### src/rtl/uart_pkg.sv
// uart_pkg: shared UART types, defaults and the sample-counter width helper.
package uart_pkg;

    typedef enum logic [1:0] {IDLE, START, DATA, STOP} tx_state_t;

    localparam int OVERSAMPLE_DEF = 16;
    localparam int DATA_BITS_DEF  = 8;

    function automatic int cnt_width(input int os);
        return (os > 1) ? $clog2(os) : 1;
    endfunction

endpackage

### src/rtl/uart_tx_sample_counter.sv
// tx_sample_counter: oversample tick counter; wrap marks the end of a bit period.
module tx_sample_counter import uart_pkg::*; #(
    parameter  int OVERSAMPLE = OVERSAMPLE_DEF,
    localparam int CW         = cnt_width(OVERSAMPLE)
) (
    input  logic          clk,
    input  logic          rst,
    input  logic          clear,
    input  logic          tick,
    output logic [CW-1:0] count,
    output logic          wrap
);

    localparam logic [CW-1:0] LAST = CW'(OVERSAMPLE - 1);

    logic [CW-1:0] count_q, count_d;

    assign wrap  = tick && count_q == LAST;
    assign count = count_q;

    // clear wins over tick so a tick on the accepting edge is not counted
    always_comb count_d = clear ? '0 : wrap ? '0 : tick ? count_q + 1'b1 : count_q;

    always_ff @(posedge clk or negedge rst)
        if (!rst) count_q <= '0;
        else      count_q <= count_d;

endmodule

### src/rtl/uart_tx.sv
// uart_tx: LSB-first 8N1-style serial transmitter timed by a shared oversample tick.
module uart_tx import uart_pkg::*; #(
    parameter  int DATA_BITS  = DATA_BITS_DEF,
    parameter  int OVERSAMPLE = OVERSAMPLE_DEF,
    parameter  int STOP_BITS  = 1,
    localparam int CW         = cnt_width(OVERSAMPLE),
    localparam int BW         = $clog2(DATA_BITS)
) (
    input  logic                 clk,
    input  logic                 rst,
    input  logic                 tick,
    input  logic                 start,
    input  logic [DATA_BITS-1:0] data_in,
    output logic                 tx,
    output logic                 busy,
    output logic                 done
);

    localparam logic [BW-1:0] LAST_BIT  = BW'(DATA_BITS - 1);
    localparam logic          LAST_STOP = 1'(STOP_BITS - 1);

    tx_state_t            state_q, state_d;
    logic [DATA_BITS-1:0] shift_q, shift_d;
    logic [BW-1:0]        bit_q, bit_d;
    logic                 stop_q, stop_d;
    logic                 tx_q, tx_d, busy_q, busy_d, done_q, done_d;
    logic [CW-1:0]        count;
    logic                 wrap;

    tx_sample_counter #(.OVERSAMPLE(OVERSAMPLE)) u_cnt (
        .clk   (clk),
        .rst   (rst),
        .clear (state_q == IDLE),
        .tick  (tick),
        .count (count),
        .wrap  (wrap)
    );

    always_ff @(posedge clk or negedge rst) begin
        if (!rst) begin
            state_q <= IDLE;
            shift_q <= '0;
            bit_q   <= '0;
            stop_q  <= 1'b0;
            tx_q    <= 1'b1;
            busy_q  <= 1'b0;
            done_q  <= 1'b0;
        end else begin
            state_q <= state_d;
            shift_q <= shift_d;
            bit_q   <= bit_d;
            stop_q  <= stop_d;
            tx_q    <= tx_d;
            busy_q  <= busy_d;
            done_q  <= done_d;
        end
    end

    always_comb begin
        state_d = state_q;
        case (state_q)
            IDLE:  state_d = start ? START : IDLE;
            START: state_d = wrap ? DATA : START;
            DATA:  state_d = (wrap && bit_q == LAST_BIT) ? STOP : DATA;
            STOP:  state_d = (wrap && stop_q == LAST_STOP) ? IDLE : STOP;
        endcase
    end

    // the next line value is prepared one period ahead so tx stays a pure register
    always_comb begin
        shift_d = shift_q;
        bit_d   = bit_q;
        stop_d  = stop_q;
        tx_d    = tx_q;
        busy_d  = busy_q;
        done_d  = 1'b0;
        case (state_q)
            IDLE: begin
                shift_d = start ? data_in : shift_q;
                bit_d   = start ? '0 : bit_q;
                stop_d  = start ? 1'b0 : stop_q;
                tx_d    = !start;
                busy_d  = start;
            end
            START: tx_d = wrap ? shift_q[0] : tx_q;
            DATA: begin
                shift_d = wrap ? shift_q >> 1 : shift_q;
                bit_d   = wrap ? bit_q + 1'b1 : bit_q;
                tx_d    = !wrap ? tx_q : (bit_q == LAST_BIT) ? 1'b1 : shift_q[1];
            end
            STOP: begin
                stop_d = wrap ? stop_q + 1'b1 : stop_q;
                busy_d = !(wrap && stop_q == LAST_STOP);
                done_d = wrap && stop_q == LAST_STOP;
            end
        endcase
    end

    assign tx   = tx_q;
    assign busy = busy_q;
    assign done = done_q;

    a_idle_count_clear: assert property (@(posedge clk) disable iff (!rst) state_q == IDLE |-> count == '0);

endmodule

### config.mk
export PLATFORM = sky130hd
export DESIGN_NAME = uart_tx
export DESIGN_NICKNAME = d
export VERILOG_FILES = /design/src/rtl/uart_pkg.sv /design/src/rtl/uart_tx_sample_counter.sv /design/src/rtl/uart_tx.sv
export SDC_FILE = /design/constraint.sdc
export NUM_CORES = 1
export LEC_CHECK = 0
export BUFFER_PORTS_ARGS = -buffer_cell sky130_fd_sc_hd__buf_4
export CORE_ASPECT_RATIO = 1.25
export CORE_MARGIN = 2
export CORE_UTILIZATION = 60
export DETAILED_ROUTE_END_ITERATION = 10
export GPL_TIMING_DRIVEN = 1
export PLACE_DENSITY = 0.82
export SYNTH_ARGS = -nofsm -noshare
export SYNTH_HDL_FRONTEND = slang
export SYNTH_SLANG_ARGS = --single-unit
### constraint.sdc
create_clock -name clk -period 4 [get_ports clk]
set_clock_uncertainty 0.1 [all_clocks]
set_input_delay 0.6 -clock clk [delete_from_list [all_inputs] [get_ports clk]]
set_output_delay 0.6 -clock clk [all_outputs]
set_load 0.03 [all_outputs]
# Word-level counts from Yosys, hierarchy flattened
# Index checks and enable logic that the tools add are counted.
dict set report totals {
  inputBits 12
  register_bits 21
  elab_cells 57
  out_inout_bits 3
}
dict set report classes {
  eq_ne 9
  n_addsub 3
  reduce_logical 13
  mux 23
  bitwise 1
}
# operator n
set ops {}
lappend ops {{$mux 8} 2}
lappend ops {{$pmux 8 s2} 1}
lappend ops {{$mux 4} 3}
lappend ops {{$reduce_and 3->1} 3}
lappend ops {{$mux 1} 8}
lappend ops {{$pmux 2 s4} 1}
lappend ops {{$mux 3} 2}
lappend ops {{$ne 2x1->1 const B} 3}
lappend ops {{$pmux 3 s2} 1}
lappend ops {{$reduce_bool 3->1} 2}
lappend ops {{$add 4x1->4 const B} 1}
lappend ops {{$eq 2x2->1 const B} 2}
lappend ops {{$eq 4x4->1 const B} 1}
lappend ops {{$mux 2} 2}
lappend ops {{$pmux 1 s2} 2}
lappend ops {{$reduce_bool 2->1} 2}
lappend ops {{$add 3x1->3 const B} 1}
lappend ops {{$eq 3x3->1 const B} 1}
lappend ops {{$logic_and 1x1->1} 3}
lappend ops {{$pmux 1 s3} 1}
lappend ops {{$eq 2x1->1 const B} 1}
lappend ops {{$logic_not 1->1} 2}
lappend ops {{$logic_not 2->1} 1}
lappend ops {{$ne 2x2->1 const B} 1}
lappend ops {{2 further kinds} 2}

# Longest topological paths before layout
dict set report logic_depth {
  word_depth 5
  depth_mapped 8
  depth_no_buf 6
}

# Modules after synthesis
# Synthesis repeated with hierarchy kept, for this count alone.
dict set report hier_totals {
  hier_cells 110
  hier_area_um2 1161.1
}
# mod seq_area_each_um2 area_per_inst_um2 n_inst cells_each
set by_module_without_submodules {}
lappend by_module_without_submodules {uart_tx 426.7 955.9 1 88}
lappend by_module_without_submodules {tx_sample_counter 100.1 205.2 1 22}

# Worst setup path before layout
# Ideal clock, no wire load.
dict set report synth_timing {
  path_type {register to register}
  start {register state_q[0]}
  end {register bit_q[0]}
  path_buffers 1
  period_less_slack_ns 1.673
  t_required_ns 3.779
  path_slack_ns 2.327
  setup_time_ns 0.121
  path_stages_with_launch 8
  arrival_time_ns 1.452
  path_cell_list {dfrtp_1 -> inv_1 -> ha_1 -> buf_6 -> mux2_4 -> nand2_2 -> o21ai_1 -> a22o_1}
}
dict set report synth_between {
  elab_chain_len 3
  word_cells_on_any_way 7
  cone_classes {eq/ne: 3; mux: 1; reduce/logical: 3}
}
# element line
set synth_lines {}
lappend synth_lines {{start: declaration} uart_tx.sv:22} ;# tx_state_t state_q, state_d;
lappend synth_lines {{start signal: assignment} uart_tx.sv:49} ;# state_q <= state_d;
lappend synth_lines {{$eq 2x2->1 or $logic_not 2->1 (tied branches)} uart_tx.sv:77} ;# case (state_q)
lappend synth_lines {{$ne 2x1->1 (no source line), or another cell as far along} -}
lappend synth_lines {{$reduce_and 3->1 (no source line)} -}
lappend synth_lines {{end signal: assignment} uart_tx.sv:51} ;# bit_q <= bit_d;
lappend synth_lines {{end: declaration} uart_tx.sv:24} ;# logic [BW-1:0] bit_q, bit_d;
# Parallel ways exist; a longest one is shown, timed or not.
# A chain may end at the register's enable or synchronous reset.

# Worst setup path in the final report
dict set report layout_timing {
  start {register state_q[0]}
  end {register shift_q[0]}
}
dict set report layout_between {
  elab_chain_len 3
  word_cells_on_any_way 7
  cone_classes {eq/ne: 3; mux: 1; reduce/logical: 3}
}
# element line
set layout_lines {}
lappend layout_lines {{$eq 2x2->1 or $logic_not 2->1 (tied branches)} uart_tx.sv:77}
lappend layout_lines {{$ne 2x1->1 (no source line), or another cell as far along} -}
lappend layout_lines {{$reduce_and 3->1 (no source line)} -}
lappend layout_lines {{end signal: assignment} uart_tx.sv:50} ;# shift_q <= shift_d;
lappend layout_lines {{end: declaration} uart_tx.sv:23} ;# logic [DATA_BITS-1:0] shift_q, shift_d;
# Parallel ways exist; a longest one is shown, timed or not.

==> flow_metrics.tcl <==
set metrics [dict create \
    drt_iter0_drc 41 \
    post_drt_via_cell_ratio 6.48 \
    maximum_number_of_pins_on_one_net_before_global_route_repair 22 \
    required_ns 4.05 \
    cts.reportedPaths.clkPinSlew_ns 0.12 \
    synth_top_area_share_pct 43.1 \
    swShare_pct 37.2 \
    mostFrequentLayoutCell "sky130_fd_sc_hd__dfrtp_1" \
    cts_tree "built" \
    cts.path.max_buffers 2 \
    cts_htree_levels 1 \
    power.combinational.fraction_pct 38.3 \
    layout-drive-gt1-share_pct 17.2 \
    buffers_on_ports 14 \
    synthesis.instances 117 \
    die_h_um 53.2 \
    area.sequential_um2 527 \
    cts_made_buffers 3 \
    clockPowerShare_pct 14.1 \
    cpPeakStageDelay_ns 0.60 \
    floorplan.rows 17 \
    fmax_mhz 467 \
    ys_ff_latch 21 \
    coreArea_um2 1790 \
    timing_hold_violations_final 0 \
    post_drt_wl_per_cell_um 15.9 \
    setup-violations-final 0 \
    max-vdd-ir-drop_v 0.000382 \
    totalWireLength_mm 2.33 \
    finish.net_count 149 \
    first_global_vias 921 \
    dieArea_um2 2310 \
    yosys.area.top_type "sky130_fd_sc_hd__dfrtp_1" \
    yosysUniqueCellTypes 31 \
    worstPathCellList "inv_1 -> ha_1 -> mux2_4 -> nand2_2 -> o22ai_1 -> a21oi_1" \
    synth_top_cells_by_area "sky130_fd_sc_hd__dfrtp_1 (43%), sky130_fd_sc_hd__ha_1 (8.6%), sky130_fd_sc_hd__o22ai_1 (7.0%)" \
    drv_slew 0 \
    multi_input_area_um2 561 \
    min-delay-path-class "in2async" \
    top_level_ports 15 \
    drtAntennaViolNets 0 \
    worstSetupStartpointType "flop" \
    floorplan.die.width_um 43.3 \
    p_sw_w 0.000263 \
    synthesis.yosys.warnings 0 \
    hpwl_mm 1.71 \
    mostFrequentLayoutCells "sky130_fd_sc_hd__dfrtp_1 (20), sky130_fd_sc_hd__a21oi_1 (15), sky130_fd_sc_hd__buf_4 (14)" \
    worstSetupEndpointType "flop" \
    total_power_w 0.000707 \
    cts_post_setup_buffers_inserted 0 \
    fillCellCount 150 \
    outcome "finished clean" \
    reported_max_cap_violation_count 0 \
    remaining_drc_errors 0 \
    tritoncts_num_sinks 21 \
    detailedRoute.firstPassIterationCount 4 \
    critPathTopFamily "adder cells" \
    layout_min_cycle_time_ns 2.14 \
    gp_congestion 0.736 \
    worst-endpoint-arrival_ns 2.19 \
    worst-path-max-fanout 19 \
    power.density_nw_per_um2 559 \
    remaining_overflow_grt 0 \
    cellLeakagePower_nw 0.579 \
    root_buffer "sky130_fd_sc_hd__clkbuf_4" \
    total_buffers_and_inverters_traversed_by_the_critical_path 1 \
    post_synthesis_instance_area_um2 1160 \
    yosysSeqAreaShare_pct 45.4 \
    track_usage_pct 23.9 \
    critical_path_class "reg2reg" \
    via_count 952 \
    num_antenna_cells 0 \
    rsz_0062_raised_after_global_routing "no" \
    synth_nets 137 \
    tightest_slew_ns 0.683 \
    cts.repair.resized 0 \
    clock_latency_reported_for_the_late_side_of_the_worst_skew_pair_ns 0.30 \
    max-slew-margin-rel_pct 54.5 \
    setup_total_negative_slack_ns 0 \
    holdBufCountCts 0 \
    critical_path.slowest_cell "sky130_fd_sc_hd__ha_1" \
    floorplan.initialDensity_pct 65.0 \
    grt_antenna_before_repair 0 \
    internal-power_w 0.000444 \
    synth.avg_cell_area_um2 9.92 \
    power_frac_seq_pct 47.6 \
    grt_first_pass_wirelength_mm 4.11 \
    synthToLayoutAreaGrowth_pct 8.94 \
    period_share_pct 53.5 \
]
## worst reg2reg max path, delay by kind of cell, from the launching register on
kind,cells,cell delay (ns)
compound gates,2,0.27
fa+ha+maj,1,0.60
buf+inv,1,0.10
flops,1,0.44
mux,1,0.35
simple gates,1,0.12
## power groups by stage
stage / logic (W) / registers, W / clock network [W]
floorplan: 0.000200 / 0.000344 / 0
CTS: 0.000271 / 0.000335 / 0.000102
global placement: 0.000261 / 0.000336 / 0
detailed placement: 0.000270 / 0.000338 / 0
finish: 0.000271 / 0.000336 / 0.0000996
global route: 0.000299 / 0.000344 / 0.000111
## cell usage after synthesis
library cell,count
sky130_fd_sc_hd__a211oi_1,1
sky130_fd_sc_hd__a21oi_1,15
sky130_fd_sc_hd__a22o_1,5
sky130_fd_sc_hd__a41oi_1,1
sky130_fd_sc_hd__and3_1,1
sky130_fd_sc_hd__and4_1,1
sky130_fd_sc_hd__buf_2,2
sky130_fd_sc_hd__buf_4,2
sky130_fd_sc_hd__buf_6,2
sky130_fd_sc_hd__clkbuf_1,1
sky130_fd_sc_hd__dfrtp_1,20
sky130_fd_sc_hd__dfstp_2,1
sky130_fd_sc_hd__ha_1,8
sky130_fd_sc_hd__inv_1,6
sky130_fd_sc_hd__mux2_4,1
sky130_fd_sc_hd__mux2i_1,2
sky130_fd_sc_hd__mux2i_4,1
sky130_fd_sc_hd__nand2_1,3
sky130_fd_sc_hd__nand2_2,1
sky130_fd_sc_hd__nand2b_2,1
sky130_fd_sc_hd__nand3_1,2
sky130_fd_sc_hd__nand4_1,1
sky130_fd_sc_hd__nor2_1,11
sky130_fd_sc_hd__nor2b_1,2
sky130_fd_sc_hd__nor3_1,3
sky130_fd_sc_hd__o21ai_0,6
sky130_fd_sc_hd__o21ai_1,1
sky130_fd_sc_hd__o22a_1,1
sky130_fd_sc_hd__o22ai_1,13
sky130_fd_sc_hd__o31ai_1,1
sky130_fd_sc_hd__xor2_1,1
## metal layers
layer	vias up	track usage (%)	part of all wire, %	wire [um]
met4	0	11.1	3.2	74
li1	452	-	-	-
met1	454	29.8	41	961
met3	10	3.07	3.7	87
met5	-	0	0	0
met2	36	40.8	52	1210
## per-stage QoR
stage	hold slack, ns	setup slack [ns]	instances	area [um^2]	util (%)
6_report	0.0619	1.86	147	1260	70.8
3_3_place_gp	0.381	2.00	143	1240	69.3
4_1_cts	0.0713	1.90	147	1260	70.8
2_1_floorplan	0.204	2.33	117	1160	-
3_5_place_dp	0.391	1.93	143	1240	69.3
5_1_grt	0.0776	1.73	147	1260	70.8
## path summary, 6_finish.rpt
| path | from | endpoint | slack (ns) | cells past startpoint |
|---|---|---|---|---|
| max in group asynchronous | rst | tx | 3.47 | 1 |
| min | rst | shift_q[4] | 0.06 | 1 |
| min in group clk | tx | tx | 0.41 | 2 |
| max | state_q[0] | shift_q[0] | 1.86 | 6 |
| min reg2reg | tx | tx | 0.41 | 2 |
| max reg2reg | state_q[0] | shift_q[0] | 1.86 | 6 |
## area by class of cell
type | instances | share of cell area, %
Timing Repair Buffer | 14 | 8.31
Multi-Input combinational cell | 83 | 44.3
Sequential cell | 21 | 41.6
Inverter | 6 | 1.78
Tap cell | 19 | 1.88
Clock buffer | 4 | 2.08
## kinds of logic (layout without fill, tap and decap cells)
| logic type | after synthesis | after routing | share of synthesized area [%] |
|---|---|---|---|
| muxes | 4 | 4 | 4.96 |
| AOI/OAI and AO/OA | 44 | 44 | 23.1 |
| buffers and inverters | 13 | 24 | 6.36 |
| and+or+nand+nor | 26 | 26 | 10.9 |
| adders and majority gates | 8 | 8 | 8.62 |
| DFF | 21 | 21 | 45.4 |
| xor gates and xnor gates | 1 | 1 | 0.754 |
## sequential cells by signal, indices dropped and copies added (netlist names)
name / count
bit_q: 3
busy: 1
u_cnt.count: 4
shift_q: 8
done: 1
tx: 1
state_q: 2
stop_q: 1
Note: power is estimated with default switching activity, not from simulation.
